**src/rtl/mips_pkg.sv**
```systemverilog
// Shared definitions for the multi-cycle MIPS control path: state encodings,
// opcodes and the datapath mux/ALUOp select codes.
package mips_pkg;

  typedef enum logic [3:0] {
    S_IDLE   = 4'd0,
    S_FETCH  = 4'd1,
    S_DECODE = 4'd2,
    S_MEMADR = 4'd3,
    S_MEMRD  = 4'd4,
    S_MEMWB  = 4'd5,
    S_MEMWR  = 4'd6,
    S_EXEC   = 4'd7,
    S_ALUWB  = 4'd8,
    S_BRANCH = 4'd9,
    S_ADDIEX = 4'd10,
    S_ADDIWB = 4'd11,
    S_JUMP   = 4'd12
  } state_e;

  localparam logic [5:0] OP_RTYPE = 6'h00;
  localparam logic [5:0] OP_LW    = 6'h23;
  localparam logic [5:0] OP_SW    = 6'h2B;
  localparam logic [5:0] OP_BEQ   = 6'h04;
  localparam logic [5:0] OP_ADDI  = 6'h08;
  localparam logic [5:0] OP_J     = 6'h02;

  localparam logic [1:0] ALUOP_ADD   = 2'b00;
  localparam logic [1:0] ALUOP_SUB   = 2'b01;
  localparam logic [1:0] ALUOP_RTYPE = 2'b10;
  localparam logic [1:0] ALUOP_ITYPE = 2'b11;

  localparam logic [1:0] SRCB_REG     = 2'b00;
  localparam logic [1:0] SRCB_FOUR    = 2'b01;
  localparam logic [1:0] SRCB_IMM     = 2'b10;
  localparam logic [1:0] SRCB_IMM_SH2 = 2'b11;

  localparam logic [1:0] PCSRC_ALU    = 2'b00;
  localparam logic [1:0] PCSRC_ALUOUT = 2'b01;
  localparam logic [1:0] PCSRC_JUMP   = 2'b10;

  // States that wait on the memory handshake and are guarded by the timer.
  function automatic logic is_wait_state(input state_e s);
    return (s == S_FETCH) || (s == S_MEMRD) || (s == S_MEMWR);
  endfunction

endpackage

```
**src/rtl/mips_mem_wait_timer.sv**
```systemverilog
// Bounded wait counter for memory handshakes; flags a timeout on the cycle the
// count would reach TIMEOUT while the memory is still not ready.
module mips_mem_wait_timer #(
  parameter int TIMEOUT = 16,
  parameter int CNT_W   = 5
) (
  input  logic clk,
  input  logic rst_n,
  input  logic en,
  input  logic clr,
  output logic timeout
);

  logic [CNT_W-1:0] cnt_q;
  logic [CNT_W-1:0] cnt_d;

  assign timeout = en && !clr && (cnt_q == CNT_W'(TIMEOUT - 1));

  always_comb begin
    cnt_d = cnt_q;
    if (clr || timeout) begin
      cnt_d = '0;
    end else if (en) begin
      cnt_d = cnt_q + 1'b1;
    end
  end

  always_ff @(posedge clk or negedge rst_n) begin
    if (!rst_n) begin
      cnt_q <= '0;
    end else begin
      cnt_q <= cnt_d;
    end
  end

endmodule

```
**src/rtl/mips_multicycle_ctrl.sv**
```systemverilog
// Main control FSM of the multi-cycle MIPS datapath: sequences each instruction
// and drives mux selects, ALUOp and all PC/IR/register/memory enables.
module mips_multicycle_ctrl
  import mips_pkg::*;
#(
  parameter int TIMEOUT = 16,
  parameter int CNT_W   = 5
) (
  input  logic       clk,
  input  logic       rst_n,
  input  logic [5:0] opcode,
  input  logic       zero,
  input  logic       mem_ready,
  output logic       pc_en,
  output logic       ir_write,
  output logic       iord,
  output logic       mem_read,
  output logic       mem_write,
  output logic       mem_to_reg,
  output logic       reg_dst,
  output logic       reg_write,
  output logic       alu_src_a,
  output logic [1:0] alu_src_b,
  output logic [1:0] alu_op,
  output logic [1:0] pc_src,
  output logic       illegal_op,
  output logic       mem_err,
  output logic [3:0] state_o
);

  state_e state_q;
  state_e state_d;
  logic   pc_write;
  logic   branch;
  logic   wait_en;
  logic   wait_clr;
  logic   timeout;

  assign wait_en  = is_wait_state(state_q);
  assign wait_clr = !wait_en || mem_ready;
  assign state_o  = state_q;

  mips_mem_wait_timer #(
    .TIMEOUT (TIMEOUT),
    .CNT_W   (CNT_W)
  ) u_wait_timer (
    .clk     (clk),
    .rst_n   (rst_n),
    .en      (wait_en),
    .clr     (wait_clr),
    .timeout (timeout)
  );

  always_comb begin
    state_d    = state_q;
    pc_write   = 1'b0;
    branch     = 1'b0;
    ir_write   = 1'b0;
    iord       = 1'b0;
    mem_read   = 1'b0;
    mem_write  = 1'b0;
    mem_to_reg = 1'b0;
    reg_dst    = 1'b0;
    reg_write  = 1'b0;
    alu_src_a  = 1'b0;
    alu_src_b  = SRCB_REG;
    alu_op     = ALUOP_ADD;
    pc_src     = PCSRC_ALU;
    illegal_op = 1'b0;
    mem_err    = 1'b0;

    case (state_q)
      S_IDLE: state_d = S_FETCH;
      S_FETCH: begin
        mem_read  = 1'b1;
        alu_src_b = SRCB_FOUR;
        ir_write  = mem_ready;
        pc_write  = mem_ready;
        // Ready wins over timeout; a timeout refetches from the unchanged PC.
        if (mem_ready) begin
          state_d = S_DECODE;
        end else if (timeout) begin
          mem_err = 1'b1;
          state_d = S_FETCH;
        end
      end
      S_DECODE: begin
        alu_src_b = SRCB_IMM_SH2;
        case (opcode)
          OP_LW, OP_SW: state_d = S_MEMADR;
          OP_RTYPE:     state_d = S_EXEC;
          OP_BEQ:       state_d = S_BRANCH;
          OP_ADDI:      state_d = S_ADDIEX;
          OP_J:         state_d = S_JUMP;
          default: begin
            illegal_op = 1'b1;
            state_d    = S_FETCH;
          end
        endcase
      end
      S_MEMADR: begin
        alu_src_a = 1'b1;
        alu_src_b = SRCB_IMM;
        state_d   = (opcode == OP_LW) ? S_MEMRD : S_MEMWR;
      end
      S_MEMRD: begin
        mem_read = 1'b1;
        iord     = 1'b1;
        if (mem_ready) begin
          state_d = S_MEMWB;
        end else if (timeout) begin
          mem_err = 1'b1;
          state_d = S_FETCH;
        end
      end
      S_MEMWB: begin
        reg_write  = 1'b1;
        mem_to_reg = 1'b1;
        state_d    = S_FETCH;
      end
      S_MEMWR: begin
        mem_write = 1'b1;
        iord      = 1'b1;
        if (mem_ready) begin
          state_d = S_FETCH;
        end else if (timeout) begin
          mem_err = 1'b1;
          state_d = S_FETCH;
        end
      end
      S_EXEC: begin
        alu_src_a = 1'b1;
        alu_op    = ALUOP_RTYPE;
        state_d   = S_ALUWB;
      end
      S_ALUWB: begin
        reg_write = 1'b1;
        reg_dst   = 1'b1;
        state_d   = S_FETCH;
      end
      S_BRANCH: begin
        alu_src_a = 1'b1;
        alu_op    = ALUOP_SUB;
        branch    = 1'b1;
        pc_src    = PCSRC_ALUOUT;
        state_d   = S_FETCH;
      end
      S_ADDIEX: begin
        alu_src_a = 1'b1;
        alu_src_b = SRCB_IMM;
        alu_op    = ALUOP_ITYPE;
        state_d   = S_ADDIWB;
      end
      S_ADDIWB: begin
        reg_write = 1'b1;
        state_d   = S_FETCH;
      end
      S_JUMP: begin
        pc_write = 1'b1;
        pc_src   = PCSRC_JUMP;
        state_d  = S_FETCH;
      end
      default: state_d = S_FETCH;
    endcase

    pc_en = pc_write | (branch & zero);
  end

  always_ff @(posedge clk or negedge rst_n) begin
    if (!rst_n) begin
      state_q <= S_IDLE;
    end else begin
      state_q <= state_d;
    end
  end

endmodule

```
**config.mk**
```make
export PLATFORM = sky130hd
export DESIGN_NAME = mips_multicycle_ctrl
export DESIGN_NICKNAME = d
export VERILOG_FILES = /design/src/rtl/mips_pkg.sv /design/src/rtl/mips_mem_wait_timer.sv /design/src/rtl/mips_multicycle_ctrl.sv
export SDC_FILE = /design/constraint.sdc
export NUM_CORES = 1
export LEC_CHECK = 0
export CAP_MARGIN = 10
export CORE_MARGIN = 1.5
export CORE_UTILIZATION = 40
export DETAILED_ROUTE_END_ITERATION = 10
export PLACE_DENSITY_LB_ADDON = 0.2
export SLEW_MARGIN = 20
export SYNTH_ARGS = -nofsm -noshare
export SYNTH_HDL_FRONTEND = slang
export SYNTH_SLANG_ARGS = --single-unit
```
**constraint.sdc**
```tcl
create_clock -name clk -period 2.25 [get_ports clk]
set_input_delay 0.45 -clock clk [delete_from_list [all_inputs] [get_ports clk]]
set_output_delay 0.45 -clock clk [all_outputs]
set_load 0.02 [all_outputs]
```
==> results.md <==
- Outcome: finished clean
- FP Rows: 16
- Layout cells sized above 1: 31.58%
- Synth top area share: 27.69%
- Synth area leader: dfrtp_1
- Number of clock sinks: 9
- Setup crit start kind: input pin
- Clock network latency to the later pin of the worst-skew pair: 0.26 ns
- Port Buf Inserts: 30
- Post-Place Worst Slack: -0.3749 ns
- Fmax: 459.9 MHz
- Synth warn: 0
- CTS root buf: clkbuf_4
- Final Instance Area: 1350 um^2
- Die area: 2313 um^2
- Unrepaired setup endpoints after global routing: no
- Count leader, synth: nor2_1
- Post-synth EDFFs: 0
- Class of the worst hold path: reg2reg
- Final hold vios: 0
- Reg2Reg Setup Slack: 0.47 ns
- Fillers: 168
- Worst-path maximum fanout: 5
- Syn nets: 107
- Worst slew margin: 72.10%
- Longest Clk Path Bufs: 2
- Met2 usage: 41.33%
- Tmin final: 2.175 ns
- Post-Route Setup TNS: 0 ns
- Synthesized cell area: 813.3 um^2
- Max Cap Viol: 0
- H-tree levels: 1
- CTS Buf Count: 3
- # diodes: 0
- Post-synthesis area per instance: 8.561 um^2
- Grt total ovfl: 0
- NumNets Final: 165
- Detailed Route Iter0 Violations: 25
- Peak VDD IR: 0.6608 mV
- Post-synthesis sequential area ratio: 27.69%
- GR Layer Usage met1: 24.89%
- Area growth syn-to-layout: 66.00%
- Post-route ant nets: 0
- Worst Slack Setup Final: 0.07541 ns
- Detailed Route WL: 2.392 mm
- Crit path arrival time: 1.72 ns
- Post-Synthesis Cells: 95
- Lkg Pwr: 0.0006598 uW
- Core box area: 1942 um^2
- Area of the multi-input gates: 545.5 um^2
- Reg area: 230.2 um^2
- DRC: 0
- WS Path Type: in2out
- Placed insts: 171
- Post-detail-place hpwl: 1.886 mm
- Commonest cells in the netlist: nor2_1 (14), dfrtp_1 (9), a21oi_1 (5), inv_1 (5), nor3_1 (5)
- PwrDens: 941.7 nW/um^2
- Worst-margin pin slew: 0.4171 ns
- GR Util met3: 3.333%
- CP required: 1.80 ns
- Top post-synthesis cells by area: dfrtp_1 (28%), nor2_1 (6.5%), xor2_1 (3.2%)
- Yosys cell types: 42
- Global-route wire length before repair: 3.463 mm
- Critical path capture point type: primary output
- WL/cell: 13.36 um
- Post-Layout Cell Count: 179
- DP Area: 1304 um^2
- Initial Util: 41.88%
- Crit share post-route: 96.65%
- Vias in the first global route: 821
- Clk pin slew, worst setup/hold paths: 0.06 ns
- Final Max Tran Viols: 0
- Final setup viols: 0
- DR pass1 iterations: 4
- Die Ht: 48.09 um
- Clock Skew: 0.005782 ns
- Busiest grt layer: met2
- Flops & latches, synth: 9
- Initial antenna violation count: 0
- Die width: 48.09 um
- Pin count of the biggest net entering global routing: 13
- Via count: 933
- Placer congestion estimate: 0.7929
- Fraction of registers with async set/reset: 100.0%
- Post-synth top flop: dfrtp_1
- All-Layer GR Usage: 21.10%
- CTS tree: built
- Post-layout util: 69.52%
- IO Count: 31
- Vias per Instance: 5.212
[cells in the final DEF (no fill, tap or decap), drive strengths merged, types with 3 or more instances in the layout]
cell type | netlist | final
buf | 5 | 30
nor3b | 3 | 3
clkbuf | 1 | 5
nor2b | 3 | 3
dlygate4sd2 | 0 | 12
and3 | 3 | 3
o21ai | 3 | 3
dfrtp | 9 | 9
xor2 | 3 | 3
nor2 | 14 | 14
nor3 | 6 | 6
a21oi | 5 | 5
clkdlybuf4s50 | 0 | 15
nand2b | 3 | 3
inv | 5 | 5
xnor2 | 3 | 3
[kinds of logic after synthesis]
group                    synth area share [%]
XOR/XNOR                                7.386
AND/OR/NAND/NOR                         33.23
AO/OA/AOI/OAI                           19.85
multiplexers                            2.615
flip-flops                              27.69
buffers and inverters                   6.154
adder cells (fa/ha/maj)                 3.076
[path summary, 6_finish.rpt]
kind,start,end,cells past startpoint
worst max register to register,u_wait_timer.cnt_q[0]$_DFFE_PN0P_,state_o[0]$_DFF_PN0_,5
worst max-delay path,opcode[2],illegal_op,5
worst min register to register,u_wait_timer.cnt_q[0]$_DFFE_PN0P_,u_wait_timer.cnt_q[0]$_DFFE_PN0P_,1
min in group asynchronous,rst_n,u_wait_timer.cnt_q[1]$_DFFE_PN0P_,1
worst min-delay path,u_wait_timer.cnt_q[0]$_DFFE_PN0P_,u_wait_timer.cnt_q[0]$_DFFE_PN0P_,1
max in group asynchronous,rst_n,state_o[3]$_DFF_PN0_,1
[worst max-delay path: stages]
cell and delay [ns]:
clkdlybuf4s50_1 0.48, xor2_1 0.19, o211ai_1 0.24, and3_1 0.20
buf_2 0.17
[registers in the layout (all words and copies together) (netlist names)]
name	count
state_o	4
u_wait_timer.cnt_q	5
[repair_timing]
action,CTS,global route
pin swaps,0,1
endpoints found under the setup margin,15,5
buffers inserted,0,4
hold buffers,0,0
gates resized for setup,22,4
[layout make-up]
class | instances | area share (%)
well taps | 27 | 2.502
repair buffers | 59 | 36.70
inverters | 5 | 1.390
flip-flops and latches | 9 | 17.05
multi-input cells | 75 | 40.41
clock buffers | 4 | 1.946
[through the flow]
| step | hold slack [ns] | total power (uW) |
|---|---|---|
| 3_3_place_gp | 0.4465 | 1174 |
| 5_1_grt | 0.4983 | 1361 |
| 3_5_place_dp | 0.4707 | 1192 |
| 4_1_cts | 0.4789 | 1273 |
| 6_report | 0.4821 | 1271 |
| 2_1_floorplan | 0.1544 | 776.5 |
[per-layer routing]
layer | vias to the layer above | share of wire [%] | routed length [um]
li1 | 464 | - | -
met1 | 444 | 43 | 1034
met2 | 23 | 53 | 1271
met3 | 2 | 2.7 | 65
met4 | 0 | 0.88 | 21
met5 | - | 0 | 0
[where the power goes]
part           internal, uW  switching [uW]
Combinational           420             441
Clock                  68.1            52.2
Sequential              203            88.6
No activity file was read; power rests on OpenSTA's default activity.
